[src/rtl/branch_unit.sv]
// Branch resolution with a PC-indexed table of 2-bit saturating predictors.
// Optional BRANCH_STATS_EN adds resolved/mispredicted branch counters.
module branch_unit #(
  parameter int         DATA_W   = 32,
  parameter int         IDX_W    = 6,
  parameter logic [1:0] INIT_CNT = 2'b01
) (
  input  logic              clk,
  input  logic              reset,
  input  logic [31:0]       if_pc,
  output logic              pred_taken,
  input  logic              res_valid,
  input  logic [31:0]       res_pc,
  input  logic [2:0]        res_op,
  input  logic [DATA_W-1:0] res_rs,
  input  logic [DATA_W-1:0] res_rt,
  input  logic              res_pred,
  output logic              PC_sel,
`ifdef BRANCH_STATS_EN
  output logic [31:0]       br_count,
  output logic [31:0]       mp_count,
`endif
  output logic              mispredict
);

  localparam int DEPTH = 1 << IDX_W;

  logic [1:0]       cnt_q [DEPTH];
  logic [1:0]       cnt_d;
  logic [IDX_W-1:0] if_idx;
  logic [IDX_W-1:0] res_idx;
  logic             cond;
  logic             rs_neg;
  logic             rs_zero;
  logic             upd;
  logic             unused_pc;

  assign if_idx  = if_pc[IDX_W+1:2];
  assign res_idx = res_pc[IDX_W+1:2];
  assign unused_pc = ^{if_pc[31:IDX_W+2], if_pc[1:0],
                       res_pc[31:IDX_W+2], res_pc[1:0]};

  assign rs_neg  = res_rs[DATA_W-1];
  assign rs_zero = (res_rs == '0);

  always_comb begin
    cond = 1'b0;
    unique case (res_op)
      3'b000: cond = (res_rs == res_rt);
      3'b001: cond = (res_rs != res_rt);
      3'b010: cond = rs_neg | rs_zero;
      3'b011: cond = ~rs_neg & ~rs_zero;
      3'b100: cond = rs_neg;
      3'b101: cond = ~rs_neg;
      3'b110: cond = 1'b1;
      3'b111: cond = 1'b0;
      default: cond = 1'b0;
    endcase
  end

  assign pred_taken = cnt_q[if_idx][1];
  assign PC_sel     = res_valid & cond;
  assign mispredict = res_valid & (cond ^ res_pred);

  // Unconditional modes (110/111) never train the table.
  assign upd = res_valid & ~(res_op[2] & res_op[1]);

  always_comb begin
    cnt_d = cnt_q[res_idx];
    if (cond) begin
      if (cnt_q[res_idx] != 2'b11) cnt_d = cnt_q[res_idx] + 2'd1;
    end else begin
      if (cnt_q[res_idx] != 2'b00) cnt_d = cnt_q[res_idx] - 2'd1;
    end
  end

  always_ff @(posedge clk or posedge reset) begin
    if (reset) begin
      for (int i = 0; i < DEPTH; i++) cnt_q[i] <= INIT_CNT;
    end else if (upd) begin
      cnt_q[res_idx] <= cnt_d;
    end
  end

`ifdef BRANCH_STATS_EN
  logic [31:0] br_q, br_d;
  logic [31:0] mp_q, mp_d;

  always_comb begin
    br_d = br_q;
    mp_d = mp_q;
    if (upd) begin
      br_d = br_q + 32'd1;
      if (mispredict) mp_d = mp_q + 32'd1;
    end
  end

  always_ff @(posedge clk or posedge reset) begin
    if (reset) begin
      br_q <= '0;
      mp_q <= '0;
    end else begin
      br_q <= br_d;
      mp_q <= mp_d;
    end
  end

  assign br_count = br_q;
  assign mp_count = mp_q;
`endif

endmodule
[config.mk]
export PLATFORM = sky130hd
export DESIGN_NAME = branch_unit
export DESIGN_NICKNAME = d
export VERILOG_FILES = /design/src/rtl/branch_unit.sv
export SDC_FILE = /design/constraint.sdc
export NUM_CORES = 1
export LEC_CHECK = 0
export ABC_AREA = 1
export BUFFER_PORTS_ARGS = -buffer_cell sky130_fd_sc_hd__buf_2
export CORE_AREA = 2 2 124 126
export DETAILED_ROUTE_END_ITERATION = 16
export DIE_AREA = 0 0 126 128
export GPL_ROUTABILITY_DRIVEN = 0
export GPL_TIMING_DRIVEN = 0
export PLACE_DENSITY = 0.8
export SYNTH_ARGS = -nofsm -noshare
export SYNTH_HDL_FRONTEND = slang
export SYNTH_SLANG_ARGS = --single-unit
[constraint.sdc]
create_clock -name clk -period 4.6 [get_ports clk]
set_input_delay 0.92 -clock clk [delete_from_list [all_inputs] [get_ports clk]]
set_output_delay 0.92 -clock clk [all_outputs]
set_load 0.01 [all_outputs]
* Word-level counts from Yosys, hierarchy flattened
Index checks and enable logic that the tools add are counted.
** Cells by class
- Add/subtract/negate cells :: 2
- Order comparisons :: 3
- Equal/unequal tests :: 10
- Multiplexer cells :: 13
- Bitwise logic cells :: 12
- Reductions and logical operators :: 4
** Operator list (number)
- 128-bit bitwise mux :: 1
- 32-bit equality test :: 1
- 32-bit zero test :: 1
- 32-bit != test :: 1
- 2-bit binary-select mux with 6-bit select :: 2
- 2-bit 2-to-1 mux :: 8
- 7-bit >= comparator, second input constant :: 2
- 6-bit inverter with 7-bit output :: 2
- 2-bit demux with 6-bit select :: 1
- 3-bit equality test, second input constant :: 4
- 1-bit case mux with 8 select lines :: 1
- 7-bit by 1-bit less-than comparator with 1-bit output, second input constant :: 1
- 3-bit by 2-bit equality test with 1-bit output, second input constant :: 2
- 1-bit AND :: 5
- 3-bit by 1-bit equality test with 1-bit output, second input constant :: 1
- 3-bit zero test :: 1
- 1-bit inverter :: 3
- 2-bit by 1-bit adder with 2-bit output, second input constant :: 1
- 2-bit != test, second input constant :: 1
- 2-bit nonzero test :: 1
- 2-bit by 1-bit subtractor with 2-bit output, second input constant :: 1
- 1-bit logical AND :: 1
- 1-bit bitwise OR :: 1
- 1-bit XOR :: 1
** Word-level totals
- Register bits :: 128
- Bits of input ports :: 135
- Output and inout port bits :: 3
- Logic and storage cells :: 108

* Longest topological paths before layout
Gate-level depths: netlist of the first run.
- Depth after elaboration :: 8
- Gate-level depth with buffers :: 20
- Gate-level depth less buffers :: 17

* Least setup slack after synthesis of the first run
Ideal clock, no wire load.
- Path type :: input to output
- Start :: in if_pc[2]
- End :: out pred_taken
- Data arrival time :: 2082 ps
- Required time :: 3680 ps
- Setup slack :: 1598 ps
- Cell stages on the path :: 9
- Path buffers :: 2
- Cell sequence :: clkbuf_1 > clkbuf_1 > a21oi_1 > o21ai_0 > o21ai_0 > o21ai_0 > o21ai_0 > o211ai_1 > nand2_1
** Between the ends
- Longest elaborated chain between the ends :: 4
** RTL lines
- start, declared :: line 10 : input logic [31:0] if_pc,
- 6-bit inverter with 7-bit output (not written as such) :: line 61 : assign pred_taken = cnt_q[if_idx][1];
- 2-bit binary-select mux with 6-bit select :: line 61
- 2-bit 2-to-1 mux (not written as such) (2 in series) :: line 61
- end, declared :: line 11 : output logic pred_taken,
Every way passes these cells. The select of a mux whose other input is x is not followed.

* Worst setup path in the final report of the first run
Ends and elaborated chain as after synthesis.

==> results of run 1 <==
-- through the flow --
step | setup WS, ns | instance area (um2)
floorplan | 0.373 | 8420
global placement | -1.09 | 9060
detailed placement | 0.726 | 9090
CTS | 0.712 | 9690
global route | 0.466 | 9690
finish | 0.570 | 9690
-- cell type report --
cell class                      count  area (um2)
Fill cell                        1363        5180
Clock buffer                       20         457
Sequential cell                   128        3280
Multi-Input combinational cell   1050        4310
Buffer                             45         297
Tap cell                          188         235
Inverter                          141         534
Clock inverter                     12         135
Timing Repair Buffer               83         438
-- how the worst min path moves through the flow --
stage | start | end | slack [ns] | cells past startpoint
after global placement | cnt_q[18]$_DFFE_PP1P_ | cnt_q[18]$_DFFE_PP1P_ | 0.45 | 2
after floorplan | cnt_q[102]$_DFFE_PP1P_ | cnt_q[102]$_DFFE_PP1P_ | 0.45 | 2
after detailed placement | cnt_q[18]$_DFFE_PP1P_ | cnt_q[18]$_DFFE_PP1P_ | 0.46 | 2
after CTS | cnt_q[126]$_DFFE_PP1P_ | cnt_q[126]$_DFFE_PP1P_ | 0.47 | 2
final | cnt_q[18]$_DFFE_PP1P_ | cnt_q[18]$_DFFE_PP1P_ | 0.47 | 2
after global routing | cnt_q[40]$_DFFE_PP1P_ | cnt_q[40]$_DFFE_PP1P_ | 0.47 | 2
-- layer usage --
metal | vias to the layer above | part of all wire | global-route usage | wire length [um]
li1 | 4300 | - | - | -
met1 | 4011 | 0.39 | 0.442 | 10500
met2 | 490 | 0.45 | 0.538 | 12000
met3 | 103 | 0.11 | 0.0743 | 3020
met4 | 0 | 0.047 | 0.200 | 1260
met5 | - | 0 | 0 | 0
-- critical path: stages --
cell and delay [ns]:
buf_2 0.10, clkbuf_1 0.40, clkbuf_1 0.58, o21ai_0 0.16, o22ai_1 0.29, nand2_1 0.08, nand2_1 0.07, o2bb2ai_1 0.14
o211ai_1 0.11, nand2_1 0.11, buf_2 0.14
-- synthesized netlist by cell type, drive strengths merged --
master   number
a21oi        10
buf          32
clkbuf       13
clkinv        2
dfrtp        64
dfstp        64
inv         139
nand2       744
nand3        16
nand3b        1
nand4         3
nor2        149
nor3         20
o211ai        6
o21a          2
o21ai        55
o22ai         8
o2bb2ai       1
or2           9
xnor2        26
-- power by group --
| part | internal (mW) | leakage (nW) | switching (mW) |
|---|---|---|---|
| combinational | 0.199 | 3.22 | 0.364 |
| sequential | 1.28 | 1.55 | 0.0670 |
| clock | 0.827 | 0.279 | 0.530 |
| total | 2.30 | 5.05 | 0.961 |
-- logic make-up after synthesis --
family / Yosys count / share of synthesized area
buffers and inverters: 186 / 0.0981
XOR/XNOR: 26 / 0.0271
AO/OA/AOI/OAI: 82 / 0.0528
AND/OR/NAND/NOR: 942 / 0.432
flip-flops: 128 / 0.390
==> flow_metrics.tcl, run 1 <==
set metrics [dict create \
    syn_nets 1499 \
    largestRegisters "cnt_q x128" \
    hold_buffers 0 \
    slew_violations 0 \
    clock_skew_ns 0.0106 \
    synth_area_leaders "nand2_1 (33%), dfstp_2 (20%), dfrtp_1 (19%), nor2_1 (6.6%), inv_1 (6.1%)" \
    power_density_nw_per_um2 337 \
    largest_register "cnt_q" \
    cap_violations 0 \
    syn_to_final_growth_pct 15.1 \
    fmax_mhz 248 \
    cp-start-kind "input pin" \
    ff2ff_setup_slack_ns 2.49 \
    rsz0062_at_grt "false" \
    endpoint "pred_taken" \
    die_w_um 126 \
    grt_pass1_wl_um 42900 \
    period_needed_ns 4.03 \
    core_um2 14900 \
    rr_endpoint "cnt_q[1]$_DFFE_PP0P_" \
    yosysUniqueCellTypes 30 \
    cts_tree "done" \
    final_cells 1667 \
    worstSkewPairLatency_ns 0.43 \
    relSlewSlack 0.426 \
    clk_pin_slew_worst_paths_ns 0.06 \
    finalNetCount 1601 \
    vias_per_cell 5.34 \
    p_total_mw 3.26 \
    dieArea_um2 16100 \
    clock-sinks 128 \
    first_pass_iters 7 \
    largest_reg_flops 128 \
    cts_buffers 17 \
    yosys.area.top_type "nand2_1" \
    avgRoutedWirePerCell_um 16.0 \
    setup-violations-final 0 \
    antenna_left 0 \
    criticalPathCategory "in2out" \
    hold_viol_final 0 \
    drt_iter0_drc 1132 \
    ys_seq_area_frac 0.390 \
    antenna_found_initial 0 \
    wl_um 26700 \
    yosysWarnings 0 \
    crit_start "if_pc[2]" \
    reg2reg_from "cnt_q[10]$_DFFE_PP1P_" \
    cts_resized 0 \
    end_kind "output pin" \
    worstPathArrival_ns 3.11 \
    cts_htree_levels 4 \
    hold_class "reg2reg" \
    status "complete, no violations" \
    p_leak_nw 5.05 \
    peakVddDrop_mv 0.232 \
    cp_max_fo 10 \
    drc 0 \
    vias 8904 \
    ys_seq_elements 128 \
    fin_crit_sh 0.876 \
    worstRegToRegCells 17 \
    dp_cells 1635 \
    synthCells 1364 \
    grt_pass1_vias 8616 \
    fin_tns_setup_ns 0 \
    gr-total-overflow 0 \
    worstMarginPinSlew_ns 0.860 \
    hpwl_um 18400 \
    grt_max_degree 70 \
    netlist_area_um2 8420 \
    critPathRequiredTime_ns 3.68 \
    die_y_um 128 \
    post_cts_buffers 0 \
    fin_util 0.652 \
    numPortBuffers 82 \
    holdWs_ns 0.466 \
    clockBufferDepth 2 \
    final_cell_mix "nand2_1 (741), nor2_1 (148), inv_1 (135)" \
    antenna_cells 0 \
    root_buffer "clkbuf_16" \
    mostFrequentLayoutCell "nand2_1" \
    synth.avg_cell_area_um2 6.17 \
    rows 45 \
    grtUsageTotal 0.344 \
    pin_count 138 \
    synth_top_area_frac 0.331 \
    start_util 0.566 \
    drive_above_1_share 0.149 \
]
Power figures use the tool's default switching activity.
==> run 2: changes to the inputs <==
Settings changed: BUFFER_PORTS_ARGS -buffer_cell sky130_fd_sc_hd__buf_2 to unset, CORE_AREA 2 2 124 126 to 2 2 122 124, DIE_AREA 0 0 126 128 to 0 0 124 126, DONT_BUFFER_PORTS set to 1, PLACE_DENSITY 0.8 to 0.74.
==> run 2 against run 1 <==
  * Clock-buffer cell count decreased by 1
  * Core utilization increased by 0.21 points
  * Total power increased by 4.8%
  * Global-route usage increased by 0.70 points
  * Setup slack improved by 0.13 ns
  * Worst hold slack got worse by 0.068 ns
  * Die area decreased by 3.1%
  * Clock power increased by 15%
  * Routed wire length decreased by 1.5%
  * Critical path depth decreased by 3
  * Largest cell class unchanged
==> flow_metrics.tcl, run 2 (synthesis results as in run 1) <==
set metrics [dict create \
    die_w_um 124 \
    cts_htree_levels 4 \
    clockBufferDepth 2 \
    hpwl_um 18200 \
    relSlewSlack 0.401 \
    place_area_um2 8680 \
    wl_met3_um 2970 \
    slew_violations 0 \
    wl_um 26400 \
    clock-sinks 128 \
    nFillCells 1358 \
    clk_pin_slew_worst_paths_ns 0.06 \
    hold_class "in2async" \
    power_density_nw_per_um2 365 \
    setup-violations-final 0 \
    final_cell_mix "nand2_1 (741), nor2_1 (148), inv_1 (135)" \
    drive_above_1_share 0.0988 \
    clock_skew_ns 0.0120 \
    grt_max_degree 68 \
    period_needed_ns 3.90 \
    cp_max_fo 10 \
    top_layer "met4" \
    worstMarginPinSlew_ns 0.899 \
    holdWs_ns 0.398 \
    antenna_cells 0 \
    peakVddDrop_mv 0.356 \
    cts_resized 0 \
    rows 44 \
    status "complete, no violations" \
    gr-total-overflow 0 \
    finish.instance_area_um2 9360 \
    power_frac_seq 0.392 \
    reg2reg_from "cnt_q[52]$_DFFE_PP1P_" \
    wl_met1_um 10600 \
    grt_pass1_wl_um 40900 \
    pin_count 138 \
    criticalPathCategory "in2out" \
    vias 8524 \
    p_leak_nw 4.77 \
    ff2ff_setup_slack_ns 2.48 \
    largestRegisters "cnt_q x128" \
    start_util 0.588 \
    rsz0062_at_grt "false" \
    rr_endpoint "cnt_q[35]$_DFFE_PP0P_" \
    hold_viol_final 0 \
    cts_buffers 17 \
    avgRoutedWirePerCell_um 16.7 \
    critPathRequiredTime_ns 3.68 \
    grt_pass1_vias 7951 \
    worstSkewPairLatency_ns 0.44 \
    fin_crit_sh 0.848 \
    syn_to_final_growth_pct 11.2 \
    die_y_um 126 \
    antenna_left 0 \
    worstRegToRegCells 17 \
    endpoint "pred_taken" \
    p_sw_frac 0.274 \
    end_kind "output pin" \
    core_um2 14300 \
    p_total_mw 3.42 \
    seqCellArea_um2 3280 \
    first_pass_iters 6 \
    post_cts_buffers 0 \
    largest_register "cnt_q" \
    cts_tree "done" \
    vias_per_cell 5.39 \
    dieArea_um2 15600 \
    finalNetCount 1519 \
    hold_buffers 0 \
    fmax_mhz 256 \
    cp-start-kind "input pin" \
    numPortBuffers 0 \
    grtUsageTotal 0.351 \
    drc 0 \
    intPower_mw 2.48 \
    worstPathArrival_ns 2.98 \
    crit_start "if_pc[2]" \
    largest_reg_flops 128 \
    root_buffer "clkbuf_16" \
    multi_input_area_um2 4310 \
    drt_iter0_drc 907 \
    combPwrFrac 0.150 \
    clockPowerShare 0.458 \
    antenna_found_initial 0 \
    cap_violations 0 \
    dr_wl_met2_um 11600 \
    fin_tns_setup_ns 0 \
    mostFrequentLayoutCell "nand2_1" \
    p_sw_mw 0.935 \
]
[run 2: worst min-delay path by stage]
stage / slack, ns / cells after the start / endpoint
CTS: 0.43 / 1 / cnt_q[73]$_DFFE_PP0P_
global placement: 0.45 / 2 / cnt_q[110]$_DFFE_PP1P_
floorplan: 0.45 / 2 / cnt_q[102]$_DFFE_PP1P_
finish: 0.40 / 1 / cnt_q[73]$_DFFE_PP0P_
global route: 0.45 / 1 / cnt_q[73]$_DFFE_PP0P_
detailed placement: 0.46 / 2 / cnt_q[50]$_DFFE_PP1P_
[run 2: power by group through the flow]
stage / clock, mW / combinational [mW] / sequential, mW
floorplan: 0 / 0.374 / 1.33
global placement: 0 / 0.490 / 1.35
detailed placement: 0 / 0.503 / 1.35
CTS: 1.58 / 0.505 / 1.34
global route: 1.63 / 0.572 / 1.35
finish: 1.56 / 0.514 / 1.34
[run 2: worst max-delay path, stage by stage]
cell      delay (ns)
clkbuf_1        0.39
clkbuf_1        0.57
o21ai_0         0.18
o22ai_1         0.27
o21ai_0         0.10
o21ai_0         0.25
o211ai_1        0.13
nand2_1         0.16
[run 2: final cells by class]
| cell class | count | share of cell area |
|---|---|---|
| buffer | 45 | 0.0317 |
| clock buffer | 19 | 0.0473 |
| clock inverter | 13 | 0.0251 |
| inverter | 141 | 0.0571 |
| multi-input combinational | 1050 | 0.460 |
| sequential | 128 | 0.351 |
| tap | 184 | 0.0246 |
| timing repair buffer | 1 | 0.00294 |
[run 2: per-stage QoR]
step	worst slack, ns	instances	util
after detailed placement	0.886	1549	0.606
after global placement	-1.07	1548	0.604
after global routing	0.655	1581	0.654
after CTS	0.828	1581	0.654
after floorplan	0.373	1364	-
final	0.698	1581	0.654
[run 2: layer usage]
| metal | GRT usage | up-vias |
|---|---|---|
| met1 | 0.463 | 3823 |
| met2 | 0.533 | 469 |
| li1 | - | 4134 |
| met5 | 0 | - |
| met4 | 0.171 | 0 |
| met3 | 0.0933 | 98 |
